`src/rtl/mc_ctrl_fsm_if.sv`:
```
// Control bundle between the multicycle control FSM and the datapath/memory.
//   master : the control FSM (drives all control outputs, reads IR fields,
//            ALU zero flag and memory ready)
//   slave  : the datapath / memory side
// Memory handshake: mem_req is raised by the master and held (with mem_we and
// iord stable) until the cycle in which the slave returns mem_ready=1; that
// cycle completes the access. mem_ready is ignored while mem_req=0.
interface mc_ctrl_fsm_if;
  logic [5:0]  opcode;
  logic [5:0]  funct;
  logic        zero;
  logic        mem_ready;
  logic        mem_req;
  logic        mem_we;
  logic        iord;
  logic        ir_write;
  logic        pc_write;
  logic [1:0]  pc_src;
  logic        reg_write;
  logic [2:0]  reg_dst_sel;
  logic        mem_to_reg;
  logic        alu_src_a;
  logic [1:0]  alu_src_b;
  logic [2:0]  alu_op;
  logic        illegal;
  logic        bus_err;
  logic [31:0] retired;

  modport master (
    input  opcode, funct, zero, mem_ready,
    output mem_req, mem_we, iord, ir_write, pc_write, pc_src, reg_write,
           reg_dst_sel, mem_to_reg, alu_src_a, alu_src_b, alu_op,
           illegal, bus_err, retired
  );

  modport slave (
    output opcode, funct, zero, mem_ready,
    input  mem_req, mem_we, iord, ir_write, pc_write, pc_src, reg_write,
           reg_dst_sel, mem_to_reg, alu_src_a, alu_src_b, alu_op,
           illegal, bus_err, retired
  );
endinterface

```
`src/rtl/mc_ctrl_fsm.sv`:
```
// Multicycle control FSM for the MIPS-subset CPU: fetch, decode, execute,
// memory and writeback sequencing, with a retired-instruction counter, an
// illegal-instruction trap and a memory-timeout trap.
// Ports:
//   clk        rising-edge clock
//   rst        asynchronous active-high reset
//   bus        mc_ctrl_fsm_if.master: IR fields, zero flag, memory handshake
//              and all datapath selects / status outputs
//   state_dbg  current state encoding (see state_t) for observation
module mc_ctrl_fsm #(
  parameter int TIMEOUT = 16
) (
  input  logic          clk,
  input  logic          rst,
  mc_ctrl_fsm_if.master bus,
  output logic [3:0]    state_dbg
);

  typedef enum logic [3:0] {
    S_INIT    = 4'd0,
    S_FETCH   = 4'd1,
    S_DECODE  = 4'd2,
    S_MEMADDR = 4'd3,
    S_MEMRD   = 4'd4,
    S_MEMWB   = 4'd5,
    S_MEMWR   = 4'd6,
    S_REX     = 4'd7,
    S_RWB     = 4'd8,
    S_IEX     = 4'd9,
    S_IWB     = 4'd10,
    S_BRANCH  = 4'd11,
    S_JUMP    = 4'd12,
    S_JAL     = 4'd13,
    S_JR      = 4'd14,
    S_HALT    = 4'd15
  } state_t;

  localparam logic [5:0] OP_RTYPE = 6'b000000;
  localparam logic [5:0] OP_J     = 6'b000010;
  localparam logic [5:0] OP_JAL   = 6'b000011;
  localparam logic [5:0] OP_BEQ   = 6'b000100;
  localparam logic [5:0] OP_ADDI  = 6'b001000;
  localparam logic [5:0] OP_ORI   = 6'b001101;
  localparam logic [5:0] OP_LW    = 6'b100011;
  localparam logic [5:0] OP_SW    = 6'b101011;

  localparam logic [5:0] FN_JR    = 6'b001000;
  localparam logic [5:0] FN_ADD   = 6'b100000;
  localparam logic [5:0] FN_SUB   = 6'b100010;
  localparam logic [5:0] FN_AND   = 6'b100100;
  localparam logic [5:0] FN_OR    = 6'b100101;
  localparam logic [5:0] FN_SLT   = 6'b101010;

  localparam logic [2:0] ALU_ADD  = 3'b000;
  localparam logic [2:0] ALU_SUB  = 3'b001;
  localparam logic [2:0] ALU_AND  = 3'b010;
  localparam logic [2:0] ALU_OR   = 3'b011;
  localparam logic [2:0] ALU_SLT  = 3'b100;

  // Wait counter only needs to reach TIMEOUT-1: the cycle that would make it
  // TIMEOUT is the cycle that traps.
  localparam int CW = (TIMEOUT > 2) ? $clog2(TIMEOUT) : 1;
  localparam logic [CW-1:0] WAIT_LAST = CW'(TIMEOUT - 1);

  state_t        state;
  logic [CW-1:0] wait_cnt;
  logic [31:0]   retired;
  logic          illegal;
  logic          bus_err;

  // Decode helpers
  logic          r_alu_ok;
  logic [2:0]    r_alu_op;
  state_t        dispatch;
  logic          mem_state;

  always_comb begin
    r_alu_ok = 1'b1;
    r_alu_op = ALU_ADD;
    case (bus.funct)
      FN_ADD:  r_alu_op = ALU_ADD;
      FN_SUB:  r_alu_op = ALU_SUB;
      FN_AND:  r_alu_op = ALU_AND;
      FN_OR:   r_alu_op = ALU_OR;
      FN_SLT:  r_alu_op = ALU_SLT;
      default: r_alu_ok = 1'b0;
    endcase
  end

  always_comb begin
    dispatch = S_HALT;
    case (bus.opcode)
      OP_LW, OP_SW:   dispatch = S_MEMADDR;
      OP_RTYPE: begin
        if (bus.funct == FN_JR) dispatch = S_JR;
        else if (r_alu_ok)      dispatch = S_REX;
        else                    dispatch = S_HALT;
      end
      OP_ADDI, OP_ORI: dispatch = S_IEX;
      OP_BEQ:          dispatch = S_BRANCH;
      OP_J:            dispatch = S_JUMP;
      OP_JAL:          dispatch = S_JAL;
      default:         dispatch = S_HALT;
    endcase
  end

  assign mem_state = (state == S_FETCH) || (state == S_MEMRD) || (state == S_MEMWR);

  always_ff @(posedge clk or posedge rst) begin
    if (rst) begin
      state    <= S_INIT;
      wait_cnt <= '0;
      retired  <= '0;
      illegal  <= 1'b0;
      bus_err  <= 1'b0;
    end else if (mem_state && !bus.mem_ready) begin
      // Stalled memory access: count, and trap once the limit is hit.
      if (wait_cnt == WAIT_LAST) begin
        state    <= S_HALT;
        bus_err  <= 1'b1;
        wait_cnt <= '0;
      end else begin
        wait_cnt <= wait_cnt + 1'b1;
      end
    end else begin
      wait_cnt <= '0;
      case (state)
        S_INIT:    state <= S_FETCH;
        S_FETCH:   state <= S_DECODE;
        S_DECODE: begin
          state <= dispatch;
          if (dispatch == S_HALT) illegal <= 1'b1;
        end
        S_MEMADDR: state <= (bus.opcode == OP_SW) ? S_MEMWR : S_MEMRD;
        S_MEMRD:   state <= S_MEMWB;
        S_REX:     state <= S_RWB;
        S_IEX:     state <= S_IWB;
        S_MEMWB, S_MEMWR, S_RWB, S_IWB, S_BRANCH, S_JUMP, S_JAL, S_JR: begin
          state   <= S_FETCH;
          retired <= retired + 32'd1;
        end
        default:   state <= S_HALT;
      endcase
    end
  end

  // Moore decode of the state register. ir_write/pc_write in FETCH are
  // qualified by mem_ready so the IR and PC load only on the completing
  // cycle; pc_write in BRANCH follows the zero flag.
  logic       o_mem_req, o_mem_we, o_iord, o_ir_write, o_pc_write;
  logic [1:0] o_pc_src;
  logic       o_reg_write;
  logic [2:0] o_reg_dst_sel;
  logic       o_mem_to_reg, o_alu_src_a;
  logic [1:0] o_alu_src_b;
  logic [2:0] o_alu_op;

  always_comb begin
    o_mem_req     = 1'b0;
    o_mem_we      = 1'b0;
    o_iord        = 1'b0;
    o_ir_write    = 1'b0;
    o_pc_write    = 1'b0;
    o_pc_src      = 2'b00;
    o_reg_write   = 1'b0;
    o_reg_dst_sel = 3'b000;
    o_mem_to_reg  = 1'b0;
    o_alu_src_a   = 1'b0;
    o_alu_src_b   = 2'b00;
    o_alu_op      = ALU_ADD;
    case (state)
      S_FETCH: begin
        o_mem_req   = 1'b1;
        o_alu_src_b = 2'b01;
        o_ir_write  = bus.mem_ready;
        o_pc_write  = bus.mem_ready;
      end
      S_DECODE:  o_alu_src_b = 2'b10;
      S_MEMADDR: begin
        o_alu_src_a = 1'b1;
        o_alu_src_b = 2'b10;
      end
      S_MEMRD: begin
        o_mem_req = 1'b1;
        o_iord    = 1'b1;
      end
      S_MEMWB: begin
        o_reg_write   = 1'b1;
        o_reg_dst_sel = 3'b001;
        o_mem_to_reg  = 1'b1;
      end
      S_MEMWR: begin
        o_mem_req = 1'b1;
        o_mem_we  = 1'b1;
        o_iord    = 1'b1;
      end
      S_REX: begin
        o_alu_src_a = 1'b1;
        o_alu_op    = r_alu_op;
      end
      S_RWB: begin
        o_reg_write   = 1'b1;
        o_reg_dst_sel = 3'b010;
      end
      S_IEX: begin
        o_alu_src_a = 1'b1;
        if (bus.opcode == OP_ORI) begin
          o_alu_src_b = 2'b11;
          o_alu_op    = ALU_OR;
        end else begin
          o_alu_src_b = 2'b10;
        end
      end
      S_IWB: begin
        o_reg_write   = 1'b1;
        o_reg_dst_sel = 3'b001;
      end
      S_BRANCH: begin
        o_alu_src_a = 1'b1;
        o_alu_op    = ALU_SUB;
        o_pc_write  = bus.zero;
        o_pc_src    = 2'b01;
      end
      S_JUMP: begin
        o_pc_write = 1'b1;
        o_pc_src   = 2'b10;
      end
      S_JAL: begin
        o_pc_write    = 1'b1;
        o_pc_src      = 2'b10;
        o_reg_write   = 1'b1;
        o_reg_dst_sel = 3'b100;
      end
      S_JR: begin
        o_pc_write = 1'b1;
        o_pc_src   = 2'b11;
      end
      default: ;
    endcase
  end

  assign bus.mem_req     = o_mem_req;
  assign bus.mem_we      = o_mem_we;
  assign bus.iord        = o_iord;
  assign bus.ir_write    = o_ir_write;
  assign bus.pc_write    = o_pc_write;
  assign bus.pc_src      = o_pc_src;
  assign bus.reg_write   = o_reg_write;
  assign bus.reg_dst_sel = o_reg_dst_sel;
  assign bus.mem_to_reg  = o_mem_to_reg;
  assign bus.alu_src_a   = o_alu_src_a;
  assign bus.alu_src_b   = o_alu_src_b;
  assign bus.alu_op      = o_alu_op;
  assign bus.illegal     = illegal;
  assign bus.bus_err     = bus_err;
  assign bus.retired     = retired;
  assign state_dbg       = state;

endmodule
```
`src/flat_wrapper.sv`:
```
// flat-port wrapper written by rule: the top's interface ports become plain ports
module mc_ctrl_fsm_flat 
#(
  parameter int TIMEOUT = 16
)
  (clk, rst, state_dbg, bus_opcode, bus_funct, bus_zero, bus_mem_ready, bus_mem_req, bus_mem_we, bus_iord, bus_ir_write, bus_pc_write, bus_pc_src, bus_reg_write, bus_reg_dst_sel, bus_mem_to_reg, bus_alu_src_a, bus_alu_src_b, bus_alu_op, bus_illegal, bus_bus_err, bus_retired);
  mc_ctrl_fsm_if bus_i ();
  input  logic clk;
  input  logic rst;
  output logic [3:0] state_dbg;
  input wire logic [$bits(bus_i.opcode)-1:0] bus_opcode;
  input wire logic [$bits(bus_i.funct)-1:0] bus_funct;
  input wire logic [$bits(bus_i.zero)-1:0] bus_zero;
  input wire logic [$bits(bus_i.mem_ready)-1:0] bus_mem_ready;
  output wire logic [$bits(bus_i.mem_req)-1:0] bus_mem_req;
  output wire logic [$bits(bus_i.mem_we)-1:0] bus_mem_we;
  output wire logic [$bits(bus_i.iord)-1:0] bus_iord;
  output wire logic [$bits(bus_i.ir_write)-1:0] bus_ir_write;
  output wire logic [$bits(bus_i.pc_write)-1:0] bus_pc_write;
  output wire logic [$bits(bus_i.pc_src)-1:0] bus_pc_src;
  output wire logic [$bits(bus_i.reg_write)-1:0] bus_reg_write;
  output wire logic [$bits(bus_i.reg_dst_sel)-1:0] bus_reg_dst_sel;
  output wire logic [$bits(bus_i.mem_to_reg)-1:0] bus_mem_to_reg;
  output wire logic [$bits(bus_i.alu_src_a)-1:0] bus_alu_src_a;
  output wire logic [$bits(bus_i.alu_src_b)-1:0] bus_alu_src_b;
  output wire logic [$bits(bus_i.alu_op)-1:0] bus_alu_op;
  output wire logic [$bits(bus_i.illegal)-1:0] bus_illegal;
  output wire logic [$bits(bus_i.bus_err)-1:0] bus_bus_err;
  output wire logic [$bits(bus_i.retired)-1:0] bus_retired;
  assign bus_i.opcode = bus_opcode;
  assign bus_i.funct = bus_funct;
  assign bus_i.zero = bus_zero;
  assign bus_i.mem_ready = bus_mem_ready;
  assign bus_mem_req = bus_i.mem_req;
  assign bus_mem_we = bus_i.mem_we;
  assign bus_iord = bus_i.iord;
  assign bus_ir_write = bus_i.ir_write;
  assign bus_pc_write = bus_i.pc_write;
  assign bus_pc_src = bus_i.pc_src;
  assign bus_reg_write = bus_i.reg_write;
  assign bus_reg_dst_sel = bus_i.reg_dst_sel;
  assign bus_mem_to_reg = bus_i.mem_to_reg;
  assign bus_alu_src_a = bus_i.alu_src_a;
  assign bus_alu_src_b = bus_i.alu_src_b;
  assign bus_alu_op = bus_i.alu_op;
  assign bus_illegal = bus_i.illegal;
  assign bus_bus_err = bus_i.bus_err;
  assign bus_retired = bus_i.retired;
  mc_ctrl_fsm #(.TIMEOUT(TIMEOUT)) u_core (.clk(clk), .rst(rst), .bus(bus_i), .state_dbg(state_dbg));
endmodule
```
`config.mk`:
```
export PLATFORM = sky130hd
export DESIGN_NAME = mc_ctrl_fsm_flat
export DESIGN_NICKNAME = d
export VERILOG_FILES = /design/src/rtl/mc_ctrl_fsm_if.sv /design/src/rtl/mc_ctrl_fsm.sv /design/src/flat_wrapper.sv
export SDC_FILE = /design/constraint.sdc
export NUM_CORES = 1
export LEC_CHECK = 0
export BUFFER_PORTS_ARGS = -buffer_cell sky130_fd_sc_hd__buf_2
export CAP_MARGIN = 20
export CORE_MARGIN = 2
export CORE_UTILIZATION = 47
export CTS_BUF_LIST = sky130_fd_sc_hd__clkbuf_4 sky130_fd_sc_hd__clkbuf_8 sky130_fd_sc_hd__clkbuf_16
export DETAILED_ROUTE_END_ITERATION = 8
export PLACE_DENSITY = 0.83
export SETUP_SLACK_MARGIN = 0.05
export SLEW_MARGIN = 20
export SYNTH_ARGS = -nofsm -noshare
export SYNTH_HDL_FRONTEND = slang
export SYNTH_SLANG_ARGS = --single-unit
```
`constraint.sdc`:
```
create_clock -name clk -period 1.6 [get_ports clk]
set_input_delay 0.16 -clock clk [delete_from_list [all_inputs] [get_ports clk]]
set_output_delay 0.16 -clock clk [all_outputs]
set_load 0.05 [all_outputs]
```
; ---- Word-level counts from Yosys, hierarchy flattened
; Cells that the tools add are included.
[totals]
reg_bits = 42
inputBits = 16
out_inout_bits = 56
[classes]
reduce_logical = 22
addsub = 2
mux = 25
n_bitwise = 1
n_eq_ne = 30
[op_table]
columns = cell, count
row1 = $eq 6x6->1 const B, 7
row2 = $eq 4x4->1 const B, 9
row3 = $add 32x1->32 const B, 1
row4 = $pmux 4 s7, 1
row5 = $mux 4, 6
row6 = $pmux 4 s6, 1
row7 = $eq 6x4->1 const B, 3
row8 = $pmux 3 s3, 2
row9 = $eq 4x3->1 const B, 4
row10 = $eq 6x2->1 const B, 2
row11 = $pmux 2 s3, 2
row12 = $pmux 3 s4, 1
row13 = $reduce_or 2->1, 6
row14 = $mux 1, 9
row15 = $reduce_or 9->1, 1
row16 = $eq 4x2->1 const B, 2
row17 = $reduce_or 4->1, 2
row18 = $reduce_or 8->1, 1
row19 = $eq 6x3->1 const B, 1
row20 = $logic_not 6->1, 1
row21 = $reduce_or 3->1, 2
row22 = $reduce_or 5->1, 1
row23 = $add 4x1->4 const B, 1
row24 = $eq 4x1->1 const B, 1
row25 = 10 further kinds, 13

; ---- Logic depth before layout (Yosys ltp)
; Gate-level depths: netlist of run 1.
[depth]
word_depth = 8
depth_mapped = 6
ltp_nobuf = 5

; ---- Least setup slack after synthesis of run 1
; OpenSTA, ideal clock, no wires.
[synth_path]
kind = flip-flop to output port
from = reg u_core.state[3], in the netlist u_core.state_dbg[3]
to = out bus_alu_op[0]
t_arrival_ns = 2.434
slack_ns = -0.994
stages_incl_launch_ff = 5
path_buffers = 0
required_time_ns = 1.440
path_cell_list = dfrtp_1 > inv_1 > nand2_1 > o41a_1 > o21ai_0
[synth_via]
elab_chain_cells = 2
elab_cells_between_ends = 4
classes_between = eq/ne (3) / mux (1)
[synth_lines]
columns = item, line_no
row1 = start: declaration, mc_ctrl_fsm.sv:65  ; state_t state;
row2 = start signal: assignment, mc_ctrl_fsm.sv:131  ; state <= dispatch;
row3 = start signal: assignment, mc_ctrl_fsm.sv:134  ; S_MEMADDR: state <= (bus.opcode == OP_SW) ? S_MEMWR : S_MEMRD;
row4 = $eq 4x4->1 or $eq 4x3->1 (tied branches), mc_ctrl_fsm.sv:171  ; case (state)
row5 = $pmux 3 s3 *, mc_ctrl_fsm.sv:171
row6 = end: declaration, flat_wrapper.sv:26  ; output wire logic [$bits(bus_i.alu_op)-1:0] bus_alu_op;
; Every way passes the cells marked *; elsewhere a longest branch is shown, timed or not.

; ---- Worst setup path after layout of run 1
[layout_path]
from = reg u_core.state[1], in the netlist u_core.state_dbg[1]
to = reg u_core.retired[26], in the netlist u_core.bus.retired[26]
[layout_via]
elab_chain_cells = 6
elab_cells_between_ends = 16
classes_between = eq/ne (10) / bitwise (1) / reduce/logical (5)
[layout_lines]
columns = item, line_no
row1 = $eq 4x1->1 or $eq 4x3->1 (tied branches), mc_ctrl_fsm.sv:107  ; assign mem_state = (state == S_FETCH) || (state == S_MEMRD) || (state == S_MEMWR);
row2 = $logic_or 1x1->1 (2 in a row), mc_ctrl_fsm.sv:107
row3 = $logic_and 1x1->1, mc_ctrl_fsm.sv:116  ; end else if (mem_state && !bus.mem_ready) begin
row4 = $not 1->1 (no line), --
row5 = $reduce_and 2->1 (no line) *, --
row6 = end signal: assignment, mc_ctrl_fsm.sv:140  ; retired <= retired + 32'd1;
row7 = end: declaration, mc_ctrl_fsm.sv:67  ; logic [31:0] retired;
; Marked as above.
; A chain may end at the register's enable or synchronous reset.

==> impl_metrics.env, run 1 <==
export IMPL_ant_nets=0
export IMPL_syn_area_mm2=0.00246
export IMPL_clk_latency_ns=0.32
export IMPL_p_int_mw=4.33
export IMPL_crit_family="simple AND/OR/NAND/NOR gates"
export IMPL_h_tree_depth=2
export IMPL_clockRootBuffer="clkbuf_8"
export IMPL_dieArea_mm2=0.00584
export IMPL_syn_to_final_growth_pct=87.7
export IMPL_drive_gt1_frac=0.647
export IMPL_p_clk_frac=0.128
export IMPL_grt_overflow_total=0
export IMPL_crit_slowest_cell="dfrtp_2"
export IMPL_slowest_delay_ns=0.48
export IMPL_power_leakage_nw=2.22
export IMPL_cp_cell_sequence="nand3b_1 > o21ai_4 > buf_12 > buf_4 > o211ai_4 > nor3b_2 > xor2_1"
export IMPL_place_congestion=0.864
export IMPL_finalNonFillerCells=498
export IMPL_nets=445
export IMPL_synth_seq_area_share=0.427
export IMPL_first_iter_violations=214
export IMPL_clock_skew_ns=0.0185
export IMPL_start_kind="flip-flop"
export IMPL_core_area_mm2=0.00507
export IMPL_routed_wl_um=11700
export IMPL_vias_per_cell=6.24
export IMPL_cp_num_buf_inv=2
export IMPL_final_area_mm2=0.00462
export IMPL_yosysUniqueCellTypes=53
export IMPL_avgSynthCellArea_um2=9.37
export IMPL_fmax_mhz=519
export IMPL_worst_pin_slew_ns=0.536
export IMPL_worstSetupPathType="flip-flop to flip-flop"
export IMPL_setup_violations=52
export IMPL_utilization=0.911
export IMPL_end_kind="flip-flop"
export IMPL_rsz0062_at_grt="true"
export IMPL_dp_hpwl_um=4900
export IMPL_slew_headroom=0.639
export IMPL_numPortBuffers=71
export IMPL_ios=72
export IMPL_status="complete, but fails checks"
export IMPL_fin_crit_sh=1.20
export IMPL_syn_inst=263
export IMPL_maxCapViolCount=0
export IMPL_wl_per_cell_um=23.5
export IMPL_placed_area_mm2=0.00347
export IMPL_critPathMaxFanout=8
export IMPL_die_width_um=76.4
export IMPL_clock_path_buffers=2
export IMPL_dr_pass1_iters=5
export IMPL_cp_required_ns=1.83
export IMPL_swShare=0.480
export IMPL_ys_warn_count=0
export IMPL_dp_cells=451
export IMPL_cts_buffers=5
export IMPL_pwr_share_comb=0.700
export IMPL_min_period_ns=1.93
export IMPL_antenna_found_initial=0
export IMPL_clock_sinks=42
export IMPL_drv_slew=0
export IMPL_vias=3109
export IMPL_power_switching_mw=4.01
export IMPL_grt_max_degree=43
export IMPL_violations="setup timing"
export IMPL_min_path_type="primary input to flip-flop"
export IMPL_die_h_um=76.4
export IMPL_cts_tree="yes"
export IMPL_ys_seq_elements=42
export IMPL_worst_ir_drop_vdd_mv=1.23
export IMPL_finalSetupTns_ns=-7.01
export IMPL_cp_data_arrival_time_ns=2.15
export IMPL_antenna_cells=0
export IMPL_start_util=0.485
export IMPL_row_count=26
export IMPL_first_global_vias=2893
export IMPL_async_reset_ff_frac=1.00
export IMPL_syn_nets=281
export IMPL_clkTransAtPathRegs_ns=0.09
export IMPL_grt_pass1_wl_um=14400
export IMPL_synth_edff_count=0
export IMPL_track_usage=0.312
export IMPL_seqPwrFrac=0.172
export IMPL_ys_flop_type="dfrtp_1"
export IMPL_hold_violations=0
export IMPL_fin_ws_ns=-0.326
export IMPL_drc=0
export IMPL_power_density_mw_per_mm2=1800
cell usage after synthesis (2+ instances only):
cell      count  area [um^2]
dfrtp_1      42         1050
nand2_1      29          109
nor2_1       27          101
xor2_1       19          166
xnor2_1      16          140
nor3_1       12         60.1
nand3_1      11         55.1
inv_1         9         33.8
o21ai_0       8         40.0
a21oi_1       7         35.0
nand2b_1      7         43.8
nand4_1       7         43.8
nor2b_1       6         37.5
nor4_1        5         31.3
nor3b_1       4         30.0
a22oi_1       3         22.5
clkbuf_1      3         11.3
nand3b_1      3         22.5
a21boi_0      2         15.0
a21o_1        2         15.0
a31oi_1       2         12.5
and3_1        2         12.5
and4_1        2         17.5
buf_1         2         7.51
ha_1          2         25.0
o211ai_1      2         15.0
or3_1         2         12.5
or4_1         2         15.0
layer usage:
| metal | up-vias | GRT usage | wire (um) |
|---|---|---|---|
| li1 | 1265 | - | - |
| met1 | 1523 | 0.331 | 3980 |
| met2 | 233 | 0.604 | 6030 |
| met3 | 88 | 0.0533 | 817 |
| met4 | 0 | 0.127 | 892 |
| met5 | - | 0 | 0 |
through the flow:
stage | setup WS (ns) | hold WS [ns] | total power, mW
4_1_cts | -0.171 | 0.282 | 7.09
5_1_grt | -0.372 | 0.364 | 8.56
3_3_place_gp | -0.0455 | 0.306 | 5.03
6_report | -0.326 | 0.347 | 8.34
2_1_floorplan | -0.275 | 0.382 | 3.95
3_5_place_dp | -0.124 | 0.313 | 5.11
cells by family (layout without fill, tap and decap cells):
kind of cell | after synthesis | after routing | share of synthesized area
simple gates | 126 | 126 | 0.277
flops | 42 | 42 | 0.427
compound gates | 41 | 42 | 0.131
xor+xnor | 35 | 35 | 0.124
buf+inv | 16 | 180 | 0.0264
fa+ha+maj | 2 | 2 | 0.0102
mux | 1 | 1 | 0.00457
repair_timing:
| item | CTS | global route |
|---|---|---|
| hold buffers | 1 | 0 |
| setup buffers | 18 | 21 |
| gates cloned | 0 | 1 |
| setup endpoints to repair | 50 | 57 |
| hold endpoints to repair | 24 | 0 |
| pin swaps | 34 | 29 |
| gates resized for setup | 102 | 57 |
flip-flops by register name, summed over array words and instances (netlist names):
name	flops
u_core.bus.bus_err	1
u_core.bus.retired	32
u_core.state_dbg	4
u_core.bus.illegal	1
u_core.wait_cnt	4
worst paths after layout:
kind	cells after the start	from	end	slack (ns)
setup / recovery	7	u_core.state_dbg[1]	u_core.bus.retired[26]	-0.33
hold / removal	3	bus_mem_ready	u_core.wait_cnt[2]	0.35
setup reg to reg	7	u_core.state_dbg[1]	u_core.bus.retired[26]	-0.33
hold reg to reg	1	u_core.bus.retired[31]	u_core.bus.retired[31]	0.49
max in group asynchronous	4	rst	u_core.bus.retired[16]	0.63
min in group asynchronous	4	rst	u_core.bus.illegal	0.54
cell type report:
class | instances | area, um^2
Multi-Input combinational cell | 206 | 1940
Clock inverter | 2 | 60.1
Timing Repair Buffer | 163 | 1340
Tap cell | 70 | 87.6
Inverter | 9 | 36.3
Clock buffer | 6 | 82.6
Fill cell | 192 | 452
Sequential cell | 42 | 1080
cell usage in the layout (no fill, tap or decap), drive strengths merged, types with 3 or more instances in the layout:
master  count
nand3b      3
o211ai      4
nand2      29
nor2       27
clkbuf      6
xor2       19
buf       162
nor3b       4
o21ai      10
a21oi       8
nand4       8
inv         9
nor4        7
dfrtp      42
xnor2      16
nand3      11
nor2b       6
nand2b      8
a22oi       3
nor3       12
power groups by stage:
stage	Combinational [mW]	Sequential [mW]	Clock, mW
after floorplan	2.00	1.95	0
after global placement	3.64	1.38	0
after detailed placement	3.72	1.40	0
after CTS	4.66	1.39	1.04
after global routing	5.99	1.45	1.12
final	5.84	1.44	1.07
tightest hold or removal path, cell delays in order:
cell	delay [ns]
buf_2	0.17
or2_2	0.23
nor3_1	0.08
Power figures use the tool's default switching activity.
==> inputs of run 2 (changes only) <==
--- a/config.mk
+++ b/config.mk
@@ -13,6 +13,7 @@
 export DETAILED_ROUTE_END_ITERATION = 8
 export PLACE_DENSITY = 0.83
 export SETUP_SLACK_MARGIN = 0.05
+export SKIP_CTS_REPAIR_TIMING = 1
 export SLEW_MARGIN = 20
 export SYNTH_ARGS = -nofsm -noshare
 export SYNTH_HDL_FRONTEND = slang
==> run 2 against run 1 <==
Net effect: critical path type unchanged; cell area down 7.8%; sequential cell count unchanged; clock skew decreased by 0.0088 ns; the flow finishes with violations (hold timing, setup timing); highest routed layer unchanged.
==> impl_metrics.env, run 2 (synthesis results as in run 1) <==
export IMPL_slowest_delay_ns=0.44
export IMPL_clockRootBuffer="clkbuf_8"
export IMPL_grt_max_degree=43
export IMPL_ios=72
export IMPL_maxCapViolCount=0
export IMPL_start_util=0.485
export IMPL_fin_ws_ns=-0.244
export IMPL_die_h_um=76.4
export IMPL_status="complete, but fails checks"
export IMPL_worst_pin_slew_ns=0.627
export IMPL_die_width_um=76.4
export IMPL_largest_reg_flops=32
export IMPL_crit_slowest_cell="dfrtp_2"
export IMPL_core_area_mm2=0.00507
export IMPL_row_count=26
export IMPL_final_cell_mix="buf_2 (52), buf_4 (49), buf_6 (35)"
export IMPL_h_tree_depth=2
export IMPL_post_place_ws_ns=-0.124
export IMPL_regMostFlops="u_core.bus.retired"
export IMPL_clock_sinks=42
export IMPL_antenna_found_initial=0
export IMPL_clock_path_buffers=2
export IMPL_num_fill_cells=261
export IMPL_grt_overflow_total=0
export IMPL_violations="hold timing, setup timing"
export IMPL_start_kind="flip-flop"
export IMPL_cp_required_ns=1.82
export IMPL_dieArea_mm2=0.00584
export IMPL_worst_ir_drop_vdd_mv=1.11
export IMPL_numPortBuffers=71
export IMPL_syn_to_final_growth_pct=73.1
export IMPL_rsz0062_at_grt="true"
export IMPL_place_congestion=0.864
export IMPL_critPathMaxFanout=5
export IMPL_power_leakage_nw=1.98
export IMPL_first_iter_violations=117
export IMPL_vias=2755
export IMPL_nets=426
export IMPL_holdWs_ns=-0.0105
export IMPL_cp_data_arrival_time_ns=2.06
export IMPL_end_kind="flip-flop"
export IMPL_first_global_vias=2368
export IMPL_antenna_cells=0
export IMPL_track_usage=0.230
export IMPL_setup_violations=44
export IMPL_grt_pass1_wl_um=11000
export IMPL_hold_violations=37
export IMPL_vias_per_cell=5.75
export IMPL_worstSetupPathType="flip-flop to flip-flop"
export IMPL_final_common_cell="buf_2"
export IMPL_clock_skew_ns=0.00967
export IMPL_routed_wl_um=9060
export IMPL_crit_family="simple AND/OR/NAND/NOR gates"
export IMPL_min_period_ns=1.84
export IMPL_power_density_mw_per_mm2=1800
export IMPL_multiInputGateArea_mm2=0.00177
export IMPL_ant_nets=0
export IMPL_drv_slew=0
export IMPL_clk_latency_ns=0.30
export IMPL_dp_hpwl_um=4900
export IMPL_drc=0
export IMPL_cp_cell_sequence="nand4_4 > nor4_4 > buf_4 > o2111ai_4 > nor4_2 > xor2_1"
export IMPL_seq_area_mm2=0.00108
export IMPL_wl_per_cell_um=18.9
export IMPL_fin_crit_sh=1.15
export IMPL_fmax_mhz=542
export IMPL_dr_pass1_iters=4
export IMPL_cts_buffers=5
export IMPL_cp_num_buf_inv=1
export IMPL_fin_total_pwr_mw=7.68
export IMPL_slew_headroom=0.578
export IMPL_drive_gt1_frac=0.599
export IMPL_cts_tree="yes"
export IMPL_min_path_type="primary input to asynchronous set/reset pin"
export IMPL_clkTransAtPathRegs_ns=0.08
==> run 2: changes by cell type in the layout (fill, tap and decap cells not counted), moves of 2 or more <==
cell,delta
nand2b_4,-2
buf_6,-4
nor2_2,+3
nand2b_1,+2
xnor2_2,-4
nor3_2,+4
nor2_1,+4
buf_4,-9
nor4_4,-3
nor3_4,-4
nor4_1,+2
nor2_4,-7
buf_8,-3
xnor2_1,+4
==> run 2: through the flow <==
step                      cells  utilization  hold slack, ns  TNS (ns)  cell area [um^2]
after floorplan             263            -           0.382     -5.44              2680
after global placement      451        0.684           0.306   -0.0983              3470
after detailed placement    451        0.684           0.313     -1.15              3470
after CTS                   459        0.712        -0.00741     -5.76              3610
after global routing        479        0.840          0.0301     -7.90              4260
final                       479        0.840         -0.0105     -4.70              4260
==> run 2: metal layers <==
layer / up-vias / track usage / wire length, um
li1: 1220 / - / -
met1: 1358 / 0.292 / 3160
met2: 131 / 0.405 / 5010
met3: 46 / 0.0403 / 441
met4: 0 / 0.0636 / 444
met5: - / 0 / 0
==> run 2: final timing paths <==
kind / end / depth (start not counted) / from / slack, ns
max reg2reg: u_core.bus.retired[29] / 6 / u_core.bus.retired[12] / -0.24
min reg2reg: u_core.bus.illegal / 1 / u_core.bus.illegal / 0.46
max: u_core.bus.retired[29] / 6 / u_core.bus.retired[12] / -0.24
min: u_core.state_dbg[1] / 3 / rst / -0.01
max in group asynchronous: u_core.bus.retired[14] / 3 / rst / 1.23
min in group clk: u_core.wait_cnt[2] / 3 / bus_mem_ready / 0.32
==> run 2: worst register-to-register path, cell delays in order (launching register included) <==
cell and delay (ns):
dfrtp_2 0.44, nand4_4 0.12, nor4_4 0.34, buf_4 0.22
o2111ai_4 0.22, nor4_2 0.23, xor2_1 0.20
==> run 2: final cells by class <==
class,instances,share of cell area
clock buffer,6,0.0194
clock inverter,2,0.0141
inverter,9,0.00910
multi-input combinational,206,0.415
sequential,42,0.252
tap,70,0.0205
timing repair buffer,144,0.269
==> run 2: report_power, final <==
part           switching (mW)  total, mW  internal, mW
Combinational            3.09       5.25          2.15
Clock                   0.353       1.02         0.665
Sequential              0.173       1.42          1.24
Total                    3.62       7.68          4.06
